===== src/rtl/tmds_pkg.sv =====
// Shared types, code tables and helpers for the multi-lane TMDS encoder.
//   tmds_mode_t   : per-lane symbol mode (CTRL / VIDEO / GUARD / TERC4)
//   CTRL_CODES    : control-period symbols, indexed by {C1,C0}
//   GUARD_CODES   : guard-band symbols, indexed by payload bit 0
//   TERC4_CODES   : TERC4 data-island symbols, indexed by the 4-bit nibble
//   popcount8     : number of ones in a byte
// All symbols are stored with bit 0 as the first bit on the wire.
package tmds_pkg;

    typedef enum logic [1:0] {
        MODE_CTRL  = 2'd0,
        MODE_VIDEO = 2'd1,
        MODE_GUARD = 2'd2,
        MODE_TERC4 = 2'd3
    } tmds_mode_t;

    localparam logic [9:0] CTRL_CODES [4] = '{
        10'b1101010100, 10'b0010101011, 10'b0101010100, 10'b1010101011
    };

    localparam logic [9:0] GUARD_CODES [2] = '{
        10'b1011001100, 10'b0100110011
    };

    localparam logic [9:0] TERC4_CODES [16] = '{
        10'b1010011100, 10'b1001100011, 10'b1011100100, 10'b1011100010,
        10'b0101110001, 10'b0100011110, 10'b0110001110, 10'b0100111100,
        10'b1011001100, 10'b0100111001, 10'b0110011100, 10'b1011000110,
        10'b1010001110, 10'b1001110001, 10'b0101100011, 10'b1011000011
    };

    function automatic logic [3:0] popcount8(input logic [7:0] v);
        logic [3:0] n;
        n = '0;
        for (int i = 0; i < 8; i++) begin
            n = n + {3'b000, v[i]};
        end
        return n;
    endfunction

endpackage


===== src/rtl/tmds_multi_encoder_lane.sv =====
// tmds_lane_core: datapath for one TMDS lane (two register stages plus the
// lane's running-disparity counter). Handshake and valid bits live in the top.
//   clk, n_rst   : clock, asynchronous active-low reset
//   s_rst_i      : synchronous clear of the disparity counter
//   advance_i    : pipeline moves this cycle
//   accept_i     : input beat accepted this cycle (loads stage 1)
//   vld_p1_i     : stage 1 holds a valid symbol
//   mode_i       : lane mode for the incoming beat
//   data_i       : lane payload for the incoming beat
//   sym_o        : encoded 10-bit symbol (stage 2 register)
//   cnt_o        : signed running disparity after the symbol on sym_o
module tmds_lane_core
    import tmds_pkg::*;
#(
    parameter int CNT_W = 5
) (
    input  logic                    clk,
    input  logic                    n_rst,
    input  logic                    s_rst_i,
    input  logic                    advance_i,
    input  logic                    accept_i,
    input  logic                    vld_p1_i,
    input  tmds_mode_t              mode_i,
    input  logic [7:0]              data_i,
    output logic [9:0]              sym_o,
    output logic signed [CNT_W-1:0] cnt_o
);

    localparam logic signed [CNT_W-1:0] TWO  = CNT_W'(2);
    localparam logic signed [CNT_W-1:0] ZERO = '0;

    // Transition-minimised word: XNOR chain when the byte is ones-heavy
    // (ties broken by bit 0), XOR chain otherwise; bit 8 flags XOR.
    function automatic logic [8:0] encode_qm(input logic [7:0] d);
        logic [8:0] q;
        logic [3:0] n1;
        logic       use_xnor;
        n1       = popcount8(d);
        use_xnor = (n1 > 4'd4) || ((n1 == 4'd4) && !d[0]);
        q        = '0;
        q[0]     = d[0];
        for (int i = 1; i < 8; i++) begin
            q[i] = use_xnor ? ~(q[i-1] ^ d[i]) : (q[i-1] ^ d[i]);
        end
        q[8] = ~use_xnor;
        return q;
    endfunction

    tmds_mode_t              mode_p1_q;
    logic [8:0]              qm_p1_q;
    logic [3:0]              pay_p1_q;
    logic [9:0]              sym_p2_q, sym_p2_d;
    logic signed [CNT_W-1:0] cnt_p2_q, cnt_p2_d;
    logic [3:0]              n1_p2, n0_p2;
    logic signed [CNT_W-1:0] ones_p2, zeros_p2;
    logic                    load_p2;

    // ---- stage 1: q_m and payload capture ----
    always_ff @(posedge clk) begin
        if (accept_i) begin
            mode_p1_q <= mode_i;
            qm_p1_q   <= encode_qm(data_i);
            pay_p1_q  <= data_i[3:0];
        end
    end

    // ---- stage 2: final symbol and disparity update ----
    assign load_p2 = advance_i & vld_p1_i;

    always_comb begin
        sym_p2_d = sym_p2_q;
        cnt_p2_d = cnt_p2_q;
        n1_p2    = popcount8(qm_p1_q[7:0]);
        n0_p2    = 4'd8 - n1_p2;
        ones_p2  = CNT_W'(n1_p2);
        zeros_p2 = CNT_W'(n0_p2);
        case (mode_p1_q)
            MODE_VIDEO: begin
                if ((cnt_p2_q == ZERO) || (n1_p2 == n0_p2)) begin
                    sym_p2_d = {~qm_p1_q[8], qm_p1_q[8],
                                qm_p1_q[8] ? qm_p1_q[7:0] : ~qm_p1_q[7:0]};
                    cnt_p2_d = qm_p1_q[8] ? (cnt_p2_q + ones_p2 - zeros_p2)
                                          : (cnt_p2_q + zeros_p2 - ones_p2);
                end else if ((!cnt_p2_q[CNT_W-1] && (n1_p2 > n0_p2)) ||
                             ( cnt_p2_q[CNT_W-1] && (n0_p2 > n1_p2))) begin
                    // Inverting pulls the disparity back toward zero.
                    sym_p2_d = {1'b1, qm_p1_q[8], ~qm_p1_q[7:0]};
                    cnt_p2_d = cnt_p2_q + (qm_p1_q[8] ? TWO : ZERO) + zeros_p2 - ones_p2;
                end else begin
                    sym_p2_d = {1'b0, qm_p1_q[8], qm_p1_q[7:0]};
                    cnt_p2_d = cnt_p2_q - (qm_p1_q[8] ? ZERO : TWO) + ones_p2 - zeros_p2;
                end
            end
            MODE_CTRL: begin
                sym_p2_d = CTRL_CODES[pay_p1_q[1:0]];
                cnt_p2_d = ZERO;
            end
            MODE_GUARD: begin
                sym_p2_d = GUARD_CODES[pay_p1_q[0]];
                cnt_p2_d = ZERO;
            end
            MODE_TERC4: begin
                sym_p2_d = TERC4_CODES[pay_p1_q];
                cnt_p2_d = ZERO;
            end
        endcase
    end

    // The symbol register keeps its last value on a synchronous clear.
    always_ff @(posedge clk or negedge n_rst) begin
        if (!n_rst) begin
            sym_p2_q <= '0;
            cnt_p2_q <= '0;
        end else if (s_rst_i) begin
            cnt_p2_q <= '0;
        end else if (load_p2) begin
            sym_p2_q <= sym_p2_d;
            cnt_p2_q <= cnt_p2_d;
        end
    end

    assign sym_o = sym_p2_q;
    assign cnt_o = cnt_p2_q;

endmodule


===== src/rtl/tmds_multi_encoder.sv =====
// tmds_multi_encoder: NUM_CH independent TMDS lanes behind one valid/ready
// handshake, two-stage pipeline with a global stall.
//   clk, n_rst          : clock, asynchronous active-low reset
//   s_rst               : synchronous clear (pipeline emptied, counters zeroed)
//   in_valid / in_ready : input handshake
//   in_mode             : 2 bits per lane (CTRL/VIDEO/GUARD/TERC4)
//   in_data             : 8 bits per lane
//   out_valid/out_ready : output handshake
//   out_sym             : 10 bits per lane, lane k at [10k+9:10k]
//   out_disp            : signed running disparity per lane, CNT_W bits each
module tmds_multi_encoder
    import tmds_pkg::*;
#(
    parameter int NUM_CH = 3,
    parameter int CNT_W  = 5
) (
    input  logic                      clk,
    input  logic                      n_rst,
    input  logic                      s_rst,
    input  logic                      in_valid,
    output logic                      in_ready,
    input  logic [2*NUM_CH-1:0]       in_mode,
    input  logic [8*NUM_CH-1:0]       in_data,
    output logic                      out_valid,
    input  logic                      out_ready,
    output logic [10*NUM_CH-1:0]      out_sym,
    output logic [CNT_W*NUM_CH-1:0]   out_disp
);

    logic                    advance;
    logic                    accept;
    logic                    vld_p1_q;
    logic                    vld_p2_q;
    logic [9:0]              sym_lane [NUM_CH];
    logic signed [CNT_W-1:0] cnt_lane [NUM_CH];

    // Whole pipeline moves together whenever the output slot is free.
    assign advance   = !vld_p2_q | out_ready;
    assign accept    = in_valid & advance;
    assign in_ready  = advance;
    assign out_valid = vld_p2_q;

    // ---- stage 1 / stage 2 valid bits ----
    always_ff @(posedge clk or negedge n_rst) begin
        if (!n_rst) begin
            vld_p1_q <= 1'b0;
            vld_p2_q <= 1'b0;
        end else if (s_rst) begin
            vld_p1_q <= 1'b0;
            vld_p2_q <= 1'b0;
        end else if (advance) begin
            vld_p1_q <= accept;
            vld_p2_q <= vld_p1_q;
        end
    end

    for (genvar k = 0; k < NUM_CH; k++) begin : g_lane
        tmds_lane_core #(
            .CNT_W (CNT_W)
        ) u_lane (
            .clk       (clk),
            .n_rst     (n_rst),
            .s_rst_i   (s_rst),
            .advance_i (advance),
            .accept_i  (accept),
            .vld_p1_i  (vld_p1_q),
            .mode_i    (tmds_mode_t'(in_mode[2*k +: 2])),
            .data_i    (in_data[8*k +: 8]),
            .sym_o     (sym_lane[k]),
            .cnt_o     (cnt_lane[k])
        );
    end

    always_comb begin
        out_sym  = '0;
        out_disp = '0;
        for (int k = 0; k < NUM_CH; k++) begin
            out_sym[10*k +: 10]        = sym_lane[k];
            out_disp[CNT_W*k +: CNT_W] = cnt_lane[k];
        end
    end

endmodule


===== config.mk =====
export PLATFORM = sky130hd
export DESIGN_NAME = tmds_multi_encoder
export DESIGN_NICKNAME = d
export VERILOG_FILES = /design/src/rtl/tmds_pkg.sv /design/src/rtl/tmds_multi_encoder_lane.sv /design/src/rtl/tmds_multi_encoder.sv
export SDC_FILE = /design/constraint.sdc
export NUM_CORES = 1
export LEC_CHECK = 0
export CORE_ASPECT_RATIO = 0.8
export CORE_MARGIN = 4
export CORE_UTILIZATION = 50
export DETAILED_ROUTE_END_ITERATION = 10
export PLACE_DENSITY = 0.7
export SYNTH_ARGS = -nofsm -noshare
export SYNTH_HDL_FRONTEND = slang
export SYNTH_SLANG_ARGS = --single-unit

===== constraint.sdc =====
create_clock -name clk -period 9.3 [get_ports clk]
set_input_delay 1.395 -clock clk [delete_from_list [all_inputs] [get_ports clk]]
set_output_delay 1.395 -clock clk [all_outputs]
set_load 0.05 [all_outputs]

# --- After elaboration in Yosys (flattened, before gate mapping) ---
# Memories as Yosys holds them, arrays and structs flattened.
# Cells that the tools add are included.
totals:
  register_bits: 92
  rom_bits: 480
  out_inout_bits: 47
  wordCells: 314
  mem_count: 3
memory_table:
  columns: ["name", "words", "width", "read_ports", "rd_clocked_by_memory_dff", "wr", "line", "text"]
  rows:
  - ["(name not given)", 16, 10, 1, 0, 0, "tmds_multi_encoder_lane.sv:103", "sym_p2_d = TERC4_CODES[pay_p1_q];"]
  - ["(name not given)", 16, 10, 1, 0, 0, "tmds_multi_encoder_lane.sv:103", null]
  - ["(name not given)", 16, 10, 1, 0, 0, "tmds_multi_encoder_lane.sv:103", null]
classes:
  addsub: 75
  order_cmp: 18
  eq_ne: 15
  mux: 85
  bitwise_logic: 64
  n_reduce_logical: 37
ops:
  columns: ["cell", "n"]
  rows:
  - ["2-to-1 mux 10 bit", 27]
  - ["adder 4 x 1 -> 4 bit", 36]
  - ["one-hot mux 10 bit (4 select lines)", 3]
  - ["adder 5 bit", 15]
  - ["2-to-1 mux 5 bit", 15]
  - ["subtractor 5 bit", 15]
  - ["binary-select mux 10 bit (select 2 bit)", 3]
  - ["one-hot mux 5 bit (2 select lines)", 3]
  - ["inverter 1 bit", 28]
  - ["2-to-1 mux 1 bit", 25]
  - ["greater-than comparator 4 bit", 6]
  - ["2-to-1 mux 8 bit", 3]
  - ["inverter 8 bit", 3]
  - ["bitwise XOR 1 bit", 21]
  - ["greater-or-equal comparator 5 bit (second input constant)", 3]
  - ["zero test 5 bit", 3]
  - ["inverter 4 -> 5 bit", 3]
  - ["adder 1 x 1 -> 2 bit", 6]
  - ["equality test 2 bit (second input constant)", 6]
  - ["equality test 4 x 3 -> 1 bit (second input constant)", 3]
  - ["equality test 4 bit", 3]
  - ["greater-than comparator 4 x 3 -> 1 bit (second input constant)", 3]
  - ["2-to-1 mux 2 bit", 6]
  - ["subtractor 4 bit (first input constant)", 3]
  - ["14 further kinds", 52]

# --- Longest topological paths before layout ---
depth:
  ltp_word: 29
  depth_mapped: 25
  depth_no_buf: 25

# --- Cells and area by module ---
# From an unflattened synthesis, not the netlist that was laid out.
unflattened:
  hier_cells: 1122
  hier_area_um2: 10038.4
modules_own_cells:
  columns: ["mod", "instances", "cells_per_inst", "area_per_inst_um2"]
  rows:
  - ["tmds_lane_core (g_lane[0].u_lane)", 1, 377, 3323.2]
  - ["tmds_lane_core (g_lane[2].u_lane)", 1, 370, 3318.2]
  - ["tmds_lane_core (g_lane[1].u_lane)", 1, 366, 3300.7]
  - ["tmds_multi_encoder", 1, 9, 96.3]

# --- Worst setup path after synthesis ---
# No wires, ideal clock.
synth_path:
  path_type: "flip-flop to flip-flop"
  startpoint: "reg g_lane[2].u_lane.pay_p1_q[0] (netlist name)"
  endpoint: "reg g_lane[2].u_lane.cnt_p2_q[4]"
  arrival_ps: 5810
  setup_slack_ps: 3420
  stages_incl_launch_ff: 24
  n_path_buf: 0
  period_less_slack_ps: 5880
  path_cell_list: "edfxtp_1 -> ha_1 -> inv_1 -> fa_1 -> fa_1 -> inv_1 -> fa_1 -> inv_1 -> fa_1 -> ha_1 -> inv_1 -> ha_1 -> xnor2_1 -> inv_1 -> fa_1 -> inv_1 -> ha_1 -> nor2b_1 -> o21ai_0 -> nor3b_1 -> a211oi_1 -> a21o_1 -> a2111o_1 -> nand3_1"
synth_rtl:
  columns: ["element", "line", "text"]
  rows:
  - ["end signal: assignment", "tmds_multi_encoder_lane.sv:118", "cnt_p2_q <= cnt_p2_d;"]
  - ["end: declaration", "tmds_multi_encoder_lane.sv:53", "logic signed [CNT_W-1:0] cnt_p2_q, cnt_p2_d;"]

==> impl_metrics.py <==
metrics = {
    "status": {
        "outcome": "finished, final reports clean",
    },
    "sta": {
        "finalSetupViolations": 0,
        "final-hold-violation-count": 0,
        "whs_ns": 0.485,
        "fmax_mhz": 151,
        "worst_pin_slew_ns": 1.20,
        "max_slew_margin_pct": 19.7,
        "post-route-period-util_pct": 71.1,
        "period_needed_ns": 6.61,
        "setup_tns_ns": 0,
        "rsz0062_at_grt": "no",
        "drv_slew": 0,
        "skew_ns": 0.0142,
    },
    "routing": {
        "drt_iter0_drc": 688,
        "drt_wl_total_um": 23300,
        "drt-pass1-iter-count": 5,
        "wl_per_cell_um": 16.6,
        "drcViolationCount": 0,
        "vias_per_cell": 5.62,
        "vias": 7875,
        "antenna_left": 0,
    },
    "clock_tree": {
        "cts.sinks": 89,
        "cts-root-buf": "clkbuf_16",
        "cts-resized-gates": 0,
        "htreeDepth": 3,
        "numCtsBuffers": 9,
        "cts.path.max_buffers": 2,
        "post_cts_buffers": 0,
        "path_clk_slew_ns": 0.07,
        "hold_buffers": 0,
        "clock_latency_ns": 0.36,
        "cts_tree": "yes",
    },
    "global_routing": {
        "top_usage_layer": "met1",
        "met2_usage_pct": 31.5,
        "grt_pass1_vias": 7475,
        "gr-total-overflow": 0,
        "global_route.usage.met3_pct": 4.08,
        "grt_first_pass_wirelength_um": 38400,
        "antenna_found_initial": 0,
        "use_met1_pct": 33.6,
        "grt_max_degree": 48,
        "track_usage_pct": 21.7,
    },
    "placement": {
        "io_buffers": 81,
        "gp_congestion": 0.943,
        "dp_hpwl_um": 18200,
    },
    "synth": {
        "synthCells": 1092,
        "synthFlopType": "dfrtp_1",
        "netlist.area_leader.share_pct": 14.3,
        "synth_async_sr_flop_share_pct": 52.8,
        "synth_mux_area_share_pct": 4.56,
        "synth.area.top_cells": "ha_1, edfxtp_1, dfrtp_1",
        "synthAdderAreaFrac_pct": 21.7,
        "synth-seq-area-share_pct": 25.1,
        "synth-compound-area-share_pct": 19.2,
        "synth-edff-count": 42,
        "ys_ff_latch": 89,
        "yosys.area_share.xor_xnor_pct": 10.0,
        "synth.largest_area_cell": "ha_1",
        "synthSimpleGateAreaFrac_pct": 11.6,
        "synth_top_family_by_area": "adder cells",
        "synth_cell_types": 74,
        "synth_area_per_cell_um2": 8.89,
        "syn_area_um2": 9710,
        "synth_fp_nets": 1274,
        "yosysWarnings": 0,
    },
    "hold_path": {
        "worst_hold_path_type": "flop to flop",
    },
    "floorplanning": {
        "dieArea_um2": 21700,
        "chipWidth_um": 164,
        "start_util_pct": 51.0,
        "rows": 45,
        "pin_count": 82,
        "coreArea_um2": 19000,
        "die_h_um": 133,
    },
    "finish": {
        "final_cell_mix": "inv_1, ha_1, xnor2_1",
        "final_common_cell": "inv_1",
        "antenna_cells": 0,
        "fillers": 1711,
        "syn_to_final_growth_pct": 12.8,
        "layout.nets": 1321,
        "drive_gt1_share_pct": 4.63,
    },
    "setup_path": {
        "critPathArrivalTime_ns": 6.90,
        "cp_slowest_stage_delay_ns": 0.72,
        "critPathSlowestCell": "edfxtp_1",
        "critical_path_class": "flop to flop",
        "worst-path-max-fanout": 16,
        "crit_required_ns": 9.59,
        "critPathLaunchType": "flop",
        "worstSetupEndpointType": "flop",
        "crit_chain": "ha_1 > inv_1 > fa_1 > fa_1 > inv_1 > fa_1 > inv_1 > fa_1 > nor2b_1 > nand2_1 > inv_1 > ha_1 > nor3_1 > nor2_1 > xnor2_1 > ha_1 > inv_1 > fa_1 > xnor2_1 > xnor2_1 > a21o_1 > a2111o_1 > nand3_1",
    },
    "run": {
        "maxCapViolations": 0,
    },
}
## critical path, delay by kind of cell, from the launching register on
family / cells / cell delay [ns]
buf+inv: 5 / 0.36
xor+xnor: 3 / 0.52
compound gates: 2 / 0.58
fa+ha+maj: 8 / 3.24
simple gates: 5 / 1.12
flops: 1 / 0.72
## synthesized netlist by cell type, drive strengths merged, types with 14 or more instances
cell type  number
nor2           78
o22ai          14
nand2          55
nor3           21
ha            111
a21o           22
a211oi         18
xnor2          88
a21oi          61
fa             36
mux2i          25
xor2           20
dfrtp          47
edfxtp         42
o21ai          67
inv           147
clkbuf         40
## final timing paths
path,endpoint,slack [ns],start,cells past startpoint
setup / recovery,g_lane[2].u_lane.cnt_o[4]$_DFFE_PN0P_,2.69,g_lane[2].u_lane.pay_p1_q[0]$_DFFE_PP_,23
hold / removal,g_lane[0].u_lane.sym_o[9]$_DFFE_PN0P_,0.49,g_lane[0].u_lane.sym_o[9]$_DFFE_PN0P_,1
setup reg to reg,g_lane[2].u_lane.cnt_o[4]$_DFFE_PN0P_,2.69,g_lane[2].u_lane.pay_p1_q[0]$_DFFE_PP_,23
hold reg to reg,g_lane[0].u_lane.sym_o[9]$_DFFE_PN0P_,0.49,g_lane[0].u_lane.sym_o[9]$_DFFE_PN0P_,1
max in group asynchronous,g_lane[0].u_lane.sym_o[4]$_DFFE_PN0P_,7.65,n_rst,2
min in group asynchronous,g_lane[2].u_lane.sym_o[0]$_DFFE_PN0P_,1.17,n_rst,2
## cells by family after synthesis
group | Yosys count
compound gates | 281
buf+inv | 195
fa+ha+maj | 147
xor+xnor | 108
flops | 89
simple gates | 233
mux | 39
## cell type report
class	instances	area (um^2)	share of cell area, %
Clock inverter	7	60.1	0.548
Timing Repair Buffer	84	828	7.56
Sequential cell	89	2440	22.2
Multi-Input combinational cell	808	6530	59.6
Clock buffer	9	225	2.06
Inverter	147	552	5.03
Tap cell	258	323	2.95
## per-layer routing
metal | part of all wire, % | vias to the layer above
met5 | 0 | -
met4 | 1.0 | 0
li1 | - | 3902
met2 | 43 | 209
met3 | 5.2 | 20
met1 | 51 | 3744
## through the flow
step | instance area (um^2) | utilization, % | setup slack [ns] | instances
after floorplan | 9710 | - | 3.42 | 1092
after global placement | 10700 | 56.1 | 2.97 | 1386
after detailed placement | 10700 | 56.1 | 2.71 | 1386
after CTS | 11000 | 57.6 | 2.72 | 1402
after global routing | 11000 | 57.6 | 2.30 | 1402
final | 11000 | 57.6 | 2.69 | 1402
## state kept, by name, indices dropped and copies added, names as in the netlist
name / flops
g_lane.u_lane.mode_p1_q: 6
out_valid: 1
g_lane.u_lane.qm_p1_q: 24
g_lane.u_lane.pay_p1_q: 12
vld_p1_q: 1
g_lane.u_lane.cnt_o: 15
g_lane.u_lane.sym_o: 30
Power is not shown: default switching activity piles up to over one toggle a cycle in this logic, so the estimate is an artifact.
